### src/rtl/shift_exec_unit.sv
// Two-stage RV64 execute shift unit: operand prep in stage 1, shift and
// W-variant sign-extension in stage 2, valid/ready flow control throughout.
module shift_exec_unit #(
  parameter int unsigned XLEN  = 64,
  parameter int unsigned TAG_W = 5
) (
  input  logic             clk,
  input  logic             rst_n,
  input  logic             flush,
  input  logic             in_valid,
  output logic             in_ready,
  input  logic [1:0]       in_op,
  input  logic             in_word,
  input  logic [XLEN-1:0]  in_rs1,
  input  logic [XLEN-1:0]  in_rs2,
  input  logic [TAG_W-1:0] in_tag,
  output logic             out_valid,
  input  logic             out_ready,
  output logic [XLEN-1:0]  out_result,
  output logic [TAG_W-1:0] out_tag,
  output logic             out_illegal
);

  localparam int unsigned SHW  = $clog2(XLEN);
  localparam int unsigned HIGH = XLEN - 32;

  localparam logic [1:0] OP_SLL = 2'b00;
  localparam logic [1:0] OP_SRL = 2'b01;
  localparam logic [1:0] OP_SRA = 2'b10;

  // stage 1 registers
  logic             s1_valid_q;
  logic [1:0]       s1_op_q;
  logic             s1_word_q;
  logic [XLEN-1:0]  s1_opnd_q, s1_opnd_d;
  logic [SHW-1:0]   s1_sh_q, s1_sh_d;
  logic [TAG_W-1:0] s1_tag_q;

  // stage 2 (output) registers
  logic             out_valid_q;
  logic [XLEN-1:0]  out_result_q, out_result_d;
  logic [TAG_W-1:0] out_tag_q;
  logic             out_illegal_q, out_illegal_d;

  logic adv1, adv2, in_accept;
  logic [XLEN-1:0] sra_v, raw_v;

  // Upper shift-amount bits are architecturally ignored.
  logic unused_rs2;
  assign unused_rs2 = ^in_rs2[XLEN-1:SHW];

  // Pipeline advance conditions; in_ready never looks at in_valid.
  assign adv2      = !out_valid_q || out_ready;
  assign adv1      = !s1_valid_q || adv2;
  assign in_ready  = adv1;
  assign in_accept = in_valid && adv1 && !flush;

  // Operand preparation and shift-amount masking for word variants.
  always_comb begin
    s1_opnd_d = in_rs1;
    s1_sh_d   = in_word ? SHW'(in_rs2[4:0]) : in_rs2[SHW-1:0];
    if (in_word && (in_op == OP_SRA)) begin
      s1_opnd_d = {{HIGH{in_rs1[31]}}, in_rs1[31:0]};
    end else if (in_word && (in_op == OP_SRL)) begin
      s1_opnd_d = {{HIGH{1'b0}}, in_rs1[31:0]};
    end
  end

  // Stage 1 register: capture on accept, hold while stage 2 is stalled.
  always_ff @(posedge clk or negedge rst_n) begin
    if (!rst_n) begin
      s1_valid_q <= 1'b0;
      s1_op_q    <= 2'b00;
      s1_word_q  <= 1'b0;
      s1_opnd_q  <= '0;
      s1_sh_q    <= '0;
      s1_tag_q   <= '0;
    end else begin
      if (flush) begin
        s1_valid_q <= 1'b0;
      end else if (adv1) begin
        s1_valid_q <= in_valid;
      end
      if (in_accept) begin
        s1_op_q   <= in_op;
        s1_word_q <= in_word;
        s1_opnd_q <= s1_opnd_d;
        s1_sh_q   <= s1_sh_d;
        s1_tag_q  <= in_tag;
      end
    end
  end

  // Log2(XLEN)-stage arithmetic barrel shifter core.
  always_comb begin
    sra_v = s1_opnd_q;
    for (int unsigned k = 0; k < SHW; k++) begin
      if (s1_sh_q[k]) begin
        sra_v = $signed(sra_v) >>> (1 << k);
      end
    end
  end

  // Shift select, W-variant sign-extension and reserved-op handling.
  always_comb begin
    out_illegal_d = 1'b0;
    case (s1_op_q)
      OP_SLL:  raw_v = s1_opnd_q << s1_sh_q;
      OP_SRL:  raw_v = s1_opnd_q >> s1_sh_q;
      OP_SRA:  raw_v = sra_v;
      default: raw_v = '0;
    endcase
    out_result_d = raw_v;
    if (s1_word_q) begin
      out_result_d = {{HIGH{raw_v[31]}}, raw_v[31:0]};
    end
    if (s1_op_q == 2'b11) begin
      out_result_d  = '0;
      out_illegal_d = 1'b1;
    end
  end

  // Output register: load when the consumer side can advance, hold otherwise.
  always_ff @(posedge clk or negedge rst_n) begin
    if (!rst_n) begin
      out_valid_q   <= 1'b0;
      out_result_q  <= '0;
      out_tag_q     <= '0;
      out_illegal_q <= 1'b0;
    end else begin
      if (flush) begin
        out_valid_q <= 1'b0;
      end else if (adv2) begin
        out_valid_q <= s1_valid_q;
      end
      if (adv2 && s1_valid_q && !flush) begin
        out_result_q  <= out_result_d;
        out_tag_q     <= s1_tag_q;
        out_illegal_q <= out_illegal_d;
      end
    end
  end

  assign out_valid   = out_valid_q;
  assign out_result  = out_result_q;
  assign out_tag     = out_tag_q;
  assign out_illegal = out_illegal_q;

endmodule

### config.mk
export PLATFORM = sky130hd
export DESIGN_NAME = shift_exec_unit
export DESIGN_NICKNAME = d
export VERILOG_FILES = /design/src/rtl/shift_exec_unit.sv
export SDC_FILE = /design/constraint.sdc
export NUM_CORES = 1
export LEC_CHECK = 0
export BUFFER_PORTS_ARGS = -buffer_cell sky130_fd_sc_hd__buf_2
export CORE_MARGIN = 2
export CORE_UTILIZATION = 30
export DETAILED_ROUTE_END_ITERATION = 10
export REMOVE_ABC_BUFFERS = 1
export SYNTH_ARGS = -nofsm -noshare
export SYNTH_HDL_FRONTEND = slang
export SYNTH_SLANG_ARGS = --single-unit
### constraint.sdc
create_clock -name clk -period 2.7 [get_ports clk]
set_input_delay 0.405 -clock clk [delete_from_list [all_inputs] [get_ports clk]]
set_output_delay 0.405 -clock clk [all_outputs]
set_load 0.005 [all_outputs]
==> flow_summary.json <==
{
  "grt_overflow": 0,
  "endpoint": "out_result[48]$_DFFE_PN0P_",
  "cp_slowest_stage_delay_ns": 0.58,
  "setup_ws_ns": -0.4200,
  "drc": 0,
  "tritoncts": "built",
  "antenna_found_initial": 0,
  "yosys.area_share.adder": 0,
  "fp-row-count": 80,
  "rsz0062_at_grt": "yes",
  "insertedDiodeCount": 0,
  "place_congestion": 1.009,
  "grt_max_degree": 73,
  "clockRootBuffer": "clkbuf_16",
  "die_y_um": 224.5,
  "synth_flop_cell": "dfrtp_1",
  "hold_violations": 0,
  "cts-buffers-inserted": 17,
  "synth_area_leaders": "dfrtp_1 26%, mux4_2 18%, mux2i_1 7.0%, nand2_1 6.9%, mux2_2 6.4%",
  "syn_area_um2": 14590,
  "final_cells": 2734,
  "async_flop_share": 1.000,
  "clock_latency_ns": 0.51,
  "synth_top_family_by_area": "multiplexers",
  "fillCellCount": 4622,
  "max_slew_margin": 0.3283,
  "critPathSlowestCell": "mux4_2",
  "grt_pass1_wl_um": 112700,
  "initial_utilization": 0.3049,
  "synth_edf_count": 0,
  "reg2reg_to": "out_result[48]$_DFFE_PN0P_",
  "cp-startpoint": "s1_sh_q[0]$_DFFE_PN0P_",
  "r2r_slack_ns": -0.42,
  "grt_pass1_vias": 16140,
  "r2r_cells": 9,
  "setup_viol": 62,
  "irDropWorstVdd_uv": 581.9,
  "fin_worst_skew_ns": 0.02174,
  "nets": 2247,
  "crit_buf_inv": 3,
  "r2r_start": "s1_sh_q[0]$_DFFE_PN0P_",
  "cts_buffer_depth": 2,
  "ys_ff_latch": 150,
  "required_ns": 3.10,
  "synth_warnings": 0,
  "synthToLayoutAreaGrowth_pct": 46.96,
  "io_buffers": 154,
  "cp_top_family": "multiplexers",
  "placed_cells": 2652,
  "worst_pin_slew_ns": 1.004,
  "ys_types": 78,
  "clock-sinks": 150,
  "report.final.slew_viol_count": 0,
  "postRouteAntennaNets": 0,
  "viasPerCell": 5.911,
  "place_hpwl_um": 60140,
  "post-route-period-util": 1.156,
  "crit_arrival_ns": 3.52,
  "cp-start-kind": "flop",
  "totalPowerFinal_mw": 16.61,
  "hold_path.class": "input port to flop",
  "synth_simple_gate_area_frac": 0.1556,
  "synth_most_common_cell": "nand2_1",
  "cts.clk_slew.worst_paths_ns": 0.07,
  "synthMuxAreaShare": 0.3386,
  "wl_per_cell_um": 28.20,
  "worstSetupEndpointType": "flop",
  "synthXorXnorAreaFrac": 0.001201,
  "netlist_instances": 1600,
  "first_pass_iters": 5,
  "synth_compound_area_frac": 0.1922,
  "synth.avg_cell_area_um2": 9.117,
  "grt_usage": 0.3092,
  "layout-drive-gt1-share": 0.4988,
  "outcome": "finished, violations left",
  "htreeDepth": 4,
  "die_area_um2": 50400,
  "ios": 213,
  "drt-total-wl_um": 77110,
  "drt_iter0_drc": 1861,
  "synth_seq_area_share": 0.2573,
  "core_um2": 47850,
  "fmax_ghz": 0.3205,
  "cp_max_fo": 11,
  "failed_checks": "negative setup slack",
  "drv_cap": 0,
  "path_class": "flop to flop",
  "timing.final.crit_period_ns": 3.120,
  "cp.depth": 9,
  "fin_util": 0.4481,
  "p_leak_nw": 9.387,
  "p_per_area_nw_per_um2": 774.6,
  "die_w_um": 224.5,
  "yosys-top-cells-count": "268 x nand2_1, 214 x nor2_1, 150 x dfrtp_1",
  "yosysTopAreaCellShare": 0.2573,
  "holdWs_ns": 0.08279,
  "path_cells": "buf_6, buf_6, mux4_2, mux2_4, mux4_2, a32oi_4, a31oi_4, buf_12, a32o_1",
  "yosysTopAreaCell": "dfrtp_1",
  "via_count": 16160
}
worst min-delay path by stage:
stage / from / endpoint / slack (ns) / cells after the start
floorplan: rst_n / out_illegal$_DFFE_PN0P_ / 0.11 / 0
finish: in_tag[0] / s1_tag_q[0]$_DFFE_PN0P_ / 0.08 / 3
global route: in_tag[0] / s1_tag_q[0]$_DFFE_PN0P_ / 0.08 / 3
CTS: in_rs1[2] / s1_opnd_q[2]$_DFFE_PN0P_ / 0.06 / 3
global placement: rst_n / s1_opnd_q[50]$_DFFE_PN0P_ / 0.43 / 1
detailed placement: rst_n / s1_opnd_q[50]$_DFFE_PN0P_ / 0.44 / 1
flip-flops by register name, summed over array words and instances (netlist names):
name and count:
out_result 64, s1_opnd_q 64, s1_sh_q 6, out_tag 5, s1_tag_q 5, s1_op_q 2, out_illegal 1, out_valid 1
s1_valid_q 1, s1_word_q 1
power breakdown:
group          switching [mW]  internal, mW  leakage [nW]
clock                    1.24          1.19         0.268
combinational            5.70          5.25          7.27
sequential              0.497          2.73          1.85
through the flow:
stage / instance area (um^2) / worst slack (ns) / TNS, ns
3_3_place_gp: 18990 / -0.6882 / -24.81
4_1_cts: 20930 / -0.3510 / -13.91
2_1_floorplan: 13810 / -5.278 / -332.98
5_1_grt: 21440 / -0.4393 / -19.60
6_report: 21440 / -0.4200 / -16.68
3_5_place_dp: 18990 / -0.6940 / -26.84
per-layer routing:
metal | wire [um] | track usage
met2 | 34540 | 0.4814
met1 | 32540 | 0.4167
met5 | 0 | 0
met4 | 4231 | 0.1564
met3 | 5801 | 0.04990
layout by cell type (no fill, tap or decap), types with 30 or more instances in the layout:
master / netlist / final
a21oi_1: 120 / 89
buf_12: 4 / 30
buf_2: 25 / 153
buf_4: 11 / 403
buf_6: 4 / 46
dfrtp_1: 150 / 145
mux2_2: 83 / 60
mux2i_1: 102 / 70
mux4_2: 119 / 126
nand2_1: 268 / 262
nor2_1: 214 / 198
o21ai_0: 63 / 36
what timing repair did:
item	CTS	global route
endpoints found under the setup margin	64	64
resized for setup	238	98
setup buffers	42	16
endpoints found under the hold margin	58	0
cloned	5	1
hold buffers	1	0
pin swaps	59	63
layout make-up:
class	count	area, um^2	share of cell area
Clock buffer	17	425.4	0.01984
Clock inverter	15	118.9	0.005545
Inverter	8	33.78	0.001576
Multi-Input combinational cell	1285	11170	0.5210
Sequential cell	150	3765	0.1756
Tap cell	615	769.5	0.03589
Timing Repair Buffer	644	5157	0.2406
worst reg2reg max path: stages (launching register included):
cell     delay (ns)
dfrtp_4        0.54
buf_6          0.15
buf_6          0.10
mux4_2         0.47
mux2_4         0.29
mux4_2         0.58
a32oi_4        0.26
a31oi_4        0.18
buf_12         0.22
a32o_1         0.23
cells by family (layout without fill, tap and decap cells):
| logic type | Yosys count | after routing |
|---|---|---|
| mux | 316 | 316 |
| simple gates | 558 | 558 |
| flops | 150 | 150 |
| compound gates | 409 | 409 |
| buf+inv | 165 | 684 |
| xor+xnor | 2 | 2 |
No activity file was read; power rests on OpenSTA's default activity.
